File: config.mk
export PLATFORM = sky130hd
export DESIGN_NAME = spi_master_ctrl
export DESIGN_NICKNAME = d
export VERILOG_FILES = /design/src/rtl/spi_pkg.sv /design/src/rtl/spi_shift_reg.sv /design/src/rtl/spi_master_ctrl.sv
export SDC_FILE = /design/constraint.sdc
export NUM_CORES = 1
export LEC_CHECK = 0
export CORE_MARGIN = 1
export CORE_UTILIZATION = 53
export DETAILED_ROUTE_END_ITERATION = 8
export GPL_TIMING_DRIVEN = 0
export HOLD_SLACK_MARGIN = 0.08
export PLACE_DENSITY = 0.76
export SLEW_MARGIN = 20
export SYNTH_ARGS = -nofsm -noshare
export SYNTH_HDL_FRONTEND = slang
export SYNTH_HIERARCHICAL = 1
export SYNTH_SLANG_ARGS = --single-unit
File: constraint.sdc
create_clock -name clk -period 2.2 [get_ports clk]
set_clock_uncertainty 0.05 [all_clocks]
set_input_delay 0.44 -clock clk [delete_from_list [all_inputs] [get_ports clk]]
set_output_delay 0.44 -clock clk [all_outputs]
set_load 0.005 [all_outputs]
File: src/rtl/spi_pkg.sv
// Shared types and constants for the SPI master controller.
// Command codes occupy the top two bits of every frame.
package spi_pkg;

  typedef enum logic [2:0] {
    ST_IDLE,
    ST_START,
    ST_SHIFT,
    ST_TURN,
    ST_CAPTURE,
    ST_GAP
  } state_t;

  localparam logic [1:0] CMD_WR_ADDR = 2'b00;
  localparam logic [1:0] CMD_WR_DATA = 2'b01;
  localparam logic [1:0] CMD_RD_ADDR = 2'b10;
  localparam logic [1:0] CMD_RD_DATA = 2'b11;

  localparam int DEF_FRAME_W = 10;
  localparam int DEF_RD_W    = 8;

  // Only read-data frames hold the link for a returned byte.
  function automatic logic is_read_cmd(input logic [1:0] code);
    return code == CMD_RD_DATA;
  endfunction

  // One down-counter serves every phase; size it for the longest phase or 15.
  function automatic int cnt_width(input int frame_w, input int rd_w);
    int m;
    m = (frame_w > rd_w) ? frame_w : rd_w;
    if (m < 16) m = 16;
    return $clog2(m);
  endfunction

endpackage

File: src/rtl/spi_shift_reg.sv
// Parameterised shift register: parallel load, shift towards the MSB,
// serial data entering at the LSB. Load has priority over shift.
module spi_shift_reg #(
  parameter int W = 8
) (
  input  logic         clk,
  input  logic         rst,
  input  logic         load,
  input  logic [W-1:0] load_data,
  input  logic         shift_en,
  input  logic         serial_in,
  output logic [W-1:0] q
);

  always_ff @(posedge clk or posedge rst) begin
    if (rst) begin
      q <= '0;
    end else if (load) begin
      q <= load_data;
    end else if (shift_en) begin
      q <= {q[W-2:0], serial_in};
    end
  end

endmodule

File: src/rtl/spi_master_ctrl.sv
// SPI master: serialises host command words MSB-first under SS_n and, for
// read-data commands, captures the byte returned on MISO.
module spi_master_ctrl
  import spi_pkg::*;
#(
  parameter int FRAME_W    = DEF_FRAME_W,
  parameter int RD_W       = DEF_RD_W,
  parameter int TURNAROUND = 2,
  parameter int IDLE_GAP   = 1
) (
  input  logic               clk,
  input  logic               rst,
  input  logic               cmd_valid,
  input  logic [FRAME_W-1:0] cmd_data,
  output logic               cmd_ready,
  output logic [RD_W-1:0]    rd_data,
  output logic               rd_valid,
  output logic               busy,
  output logic               SS_n,
  output logic               MOSI,
  input  logic               MISO,
  output state_t             state
);

  // Handshake: a command word transfers on a rising clk edge where
  // cmd_valid and cmd_ready are both high; cmd_ready is high only in IDLE,
  // so a host must hold cmd_valid and cmd_data stable until that edge.

  localparam int CNT_W = cnt_width(FRAME_W, RD_W);

  logic [CNT_W-1:0]   cnt;
  logic               is_read;
  logic               accept;
  logic               tx_shift;
  logic               rx_shift;
  logic [FRAME_W-1:0] tx_q;
  logic [RD_W-1:0]    rx_q;
  logic               tx_msb;
  logic               unused_bits;

  assign cmd_ready = (state == ST_IDLE);
  assign busy      = ~cmd_ready;
  assign accept    = cmd_valid & cmd_ready;
  assign tx_msb    = tx_q[FRAME_W-1];

  // The transmit word advances once leaving START and once per SHIFT bit
  // except the last, so tx_msb always holds the next bit to drive.
  assign tx_shift = (state == ST_START) || ((state == ST_SHIFT) && (cnt != '0));
  assign rx_shift = (state == ST_CAPTURE);

  // Lower transmit bits are only observed once they reach the MSB, and the
  // top receive bit is consumed through the final rd_data load instead.
  assign unused_bits = ^{tx_q[FRAME_W-2:0], rx_q[RD_W-1]};

  spi_shift_reg #(.W(FRAME_W)) u_tx_shift (
    .clk       (clk),
    .rst       (rst),
    .load      (accept),
    .load_data (cmd_data),
    .shift_en  (tx_shift),
    .serial_in (1'b0),
    .q         (tx_q)
  );

  spi_shift_reg #(.W(RD_W)) u_rx_shift (
    .clk       (clk),
    .rst       (rst),
    .load      (1'b0),
    .load_data ('0),
    .shift_en  (rx_shift),
    .serial_in (MISO),
    .q         (rx_q)
  );

  always_ff @(posedge clk or posedge rst) begin
    if (rst) begin
      state    <= ST_IDLE;
      cnt      <= '0;
      is_read  <= 1'b0;
      SS_n     <= 1'b1;
      MOSI     <= 1'b0;
      rd_valid <= 1'b0;
      rd_data  <= '0;
    end else begin
      rd_valid <= 1'b0;
      case (state)
        ST_IDLE: begin
          SS_n <= 1'b1;
          MOSI <= 1'b0;
          if (accept) begin
            state   <= ST_START;
            is_read <= is_read_cmd(cmd_data[FRAME_W-1 -: 2]);
            SS_n    <= 1'b0;
            MOSI    <= cmd_data[FRAME_W-1];
          end
        end
        ST_START: begin
          state <= ST_SHIFT;
          cnt   <= CNT_W'(FRAME_W - 1);
          MOSI  <= tx_msb;
        end
        ST_SHIFT: begin
          if (cnt != '0) begin
            cnt  <= cnt - 1'b1;
            MOSI <= tx_msb;
          end else begin
            MOSI <= 1'b0;
            if (is_read) begin
              state <= ST_TURN;
              cnt   <= CNT_W'(TURNAROUND - 1);
            end else begin
              state <= ST_GAP;
              SS_n  <= 1'b1;
              cnt   <= CNT_W'(IDLE_GAP - 1);
            end
          end
        end
        ST_TURN: begin
          if (cnt != '0) begin
            cnt <= cnt - 1'b1;
          end else begin
            state <= ST_CAPTURE;
            cnt   <= CNT_W'(RD_W - 1);
          end
        end
        ST_CAPTURE: begin
          if (cnt != '0) begin
            cnt <= cnt - 1'b1;
          end else begin
            // Last MISO bit goes straight into rd_data alongside the seven already shifted in.
            rd_data  <= {rx_q[RD_W-2:0], MISO};
            rd_valid <= 1'b1;
            SS_n     <= 1'b1;
            state    <= ST_GAP;
            cnt      <= CNT_W'(IDLE_GAP - 1);
          end
        end
        ST_GAP: begin
          if (cnt != '0) begin
            cnt <= cnt - 1'b1;
          end else begin
            state <= ST_IDLE;
          end
        end
        default: begin
          state <= ST_IDLE;
          SS_n  <= 1'b1;
          MOSI  <= 1'b0;
        end
      endcase
    end
  end

endmodule
==> metrics.csv <==
stage,metric,value,unit
status,status,"finished, final reports clean",
timing,hold_viol_final,0,
worst_setup_path,critPathLaunchType,register,
route,wirelength,3780,um
worst_setup_path,crit_fanout,10,
timing,fin_setup_tns,0,ns
hold_path,min_path_type,primary input to async pin,
global_routing,gr-total-overflow,0,
global_routing,grt_max_degree,20,
global_routing,grt.total_usage,24.3,%
die,fp-row-count,20,
cells_and_area,final_net_count,248,
placement,place_ws,0.158,ns
timing,rsz0062_at_grt,false,
route,via_per_inst,5.17,
cts,cts.reportedPaths.clkPinSlew,0.11,ns
worst_setup_path,cp.required,1.71,ns
global_routing,grt_pass1_wl,6440,um
power_and_ir_drop,p_seq_share,37.1,%
route,ant_nets,0,
route,first_pass_iters,4,
power_and_ir_drop,p_leak,0.00104,uW
route,top_layer_used,met4,
cts,cts_tree,built,
timing,layout_worst_path_cycle_share,96.2,%
cts,insertion_delay,0.34,ns
timing,clock.fmax,0.472,GHz
worst_setup_path,end_kind,output pin,
power_and_ir_drop,clkPwrFrac,12.9,%
cts,numCtsBuffers,5,
cts,cts.path.max_buffers,2,
timing,setup_viol,0,
power_and_ir_drop,vdd_drop_max,0.000655,V
worst_setup_path,crit_type,register to output pin,
worst_setup_path,crit_chain,buf_4 > nor3_4 > inv_1 > clkdlybuf4s50_1,
timing,layout_min_cycle_time,2.12,ns
worst_setup_path,cp_top_family,buffers and inverters,
cts,cts_hold_buf,0,
timing,fin_ws,0.0831,ns
timing,report.final.slew_viol_count,0,
route,drt_iter0_markers,102,
timing,relSlewSlack,51.0,%
power_and_ir_drop,p_int,1780,uW
power_and_ir_drop,p_sw,1070,uW
global_routing,grt_pass1_vias,1414,
die,die_w,60.8,um
cts,cts_root_buf,clkbuf_4,
global_routing,antenna_found_initial,0,
power_and_ir_drop,power_density,1230,mW/mm^2
die,start_util,58.0,%
route,wl_met1,1620,um
job,max-cap-violations,0,
placement,dp_hpwl,2930,um
route,wl_met2,2010,um
route,vias,1433,
route,wire_per_inst,13.7,um
worst_setup_path,critPathSlowestCell,clkdlybuf4s50_1,
power_and_ir_drop,p_comb_share,50.0,%
worst_setup_path,critPathBufInv,3,
die,fp.coreArea,0.00315,mm^2
route,wl_met3,133,um
cells_and_area,drive_gt1_share,14.6,%
worst_setup_path,max_stage_delay,0.44,ns
die,fp.dieH,60.8,um
placement,place_congestion,0.887,
placement,numPortBuffers,29,
logic_synthesis,ys_warn_count,6,
die,io_pins,30,
power_and_ir_drop,swShare,37.6,%
cts,cts-htree-levels,2,
logic_synthesis,syn_area,0.00183,mm^2
timing,tightest_slew,0.734,ns
route,drc,0,
cells_and_area,area_growth,27.0,%
cells_and_area,n_antenna_cell,0,
logic_synthesis,syn_inst,180,
die,dieArea,0.00369,mm^2
cts,cts_sinks,36,
logic_synthesis,syn_area_per_cell,10.2,um^2
worst_setup_path,arrival,1.63,ns
state kept, by name, indices dropped and copies added (netlist names):
signal	count
rd_data	8
u_tx_shift/q	10
u_rx_shift/q	7
rd_valid	1
cnt	4
MOSI	1
is_read	1
state	3
SS_n	1
path summary, 6_finish.rpt:
| check | startpoint | slack [ns] | to | cells past startpoint |
|---|---|---|---|---|
| setup / recovery | state[1]$_DFFE_PP0P_ | 0.08 | busy | 4 |
| hold / removal | rst | 0.33 | u_rx_shift/q[5]$_DFFE_PP0P_ | 2 |
| setup reg to reg | cnt[1]$_DFFE_PP0P_ | 0.18 | u_tx_shift/q[6]$_DFFE_PP0P_ | 9 |
| hold reg to reg | rd_data[3]$_DFFE_PP0P_ | 0.45 | rd_data[3]$_DFFE_PP0P_ | 1 |
| max in group asynchronous | rst | 1.10 | MOSI$_DFFE_PP0N_ | 2 |
| min in group clk | rd_data[3]$_DFFE_PP0P_ | 0.45 | rd_data[3]$_DFFE_PP0P_ | 1 |
layout make-up:
cell class              count  area [um^2]
plain buffers              11         82.6
clock buffers               6         51.3
clock inverters             2         10.0
fillers                   257          830
inverters                  12         45.0
multi-input cells         134          862
flip-flops and latches     36          902
well taps                  44         55.1
repair buffers             32          315
stage by stage:
step / cell area (um^2) / cells / hold slack (ns) / utilization, % / power (uW)
after floorplan: 1880 / 193 / 0.193 / - / 1990
after global placement: 2220 / 266 / 0.430 / 70.5 / 2340
after detailed placement: 2220 / 266 / 0.434 / 70.5 / 2420
after CTS: 2300 / 274 / 0.335 / 72.8 / 2810
after global routing: 2320 / 277 / 0.339 / 73.7 / 3070
final: 2320 / 277 / 0.333 / 73.7 / 2850
repair_timing:
| action | in CTS | in global routing |
|---|---|---|
| setup buffers | 0 | 3 |
| pin swaps | 0 | 1 |
| gates resized for setup | 2 | 3 |
| endpoints found under the setup margin | 2 | 9 |
metal layers:
layer | global-route usage (%) | vias to the layer above
met3 | 5.97 | 2
li1 | - | 711
met1 | 30.6 | 689
met4 | 8.44 | 0
met2 | 41.1 | 31
met5 | 0 | -
cell usage in the layout, fill, tap and decap left out, types with 4 or more instances in the layout:
cell,n
a21oi_1,7
buf_4,5
buf_6,4
clkbuf_4,5
clkdlybuf4s50_1,28
conb_1,14
dfrtp_1,35
inv_1,11
mux2_2,5
mux2i_1,18
nand2_1,26
nor2_1,5
o21ai_0,4
o21ai_1,18
power groups by stage:
stage               clock network, uW  registers, uW  logic, uW
global placement                    0           1050       1290
finish                            367           1060       1420
floorplan                           0           1030        954
detailed placement                  0           1070       1360
CTS                               379           1060       1380
global route                      404           1080       1580
No activity file was read; power rests on OpenSTA's default activity.
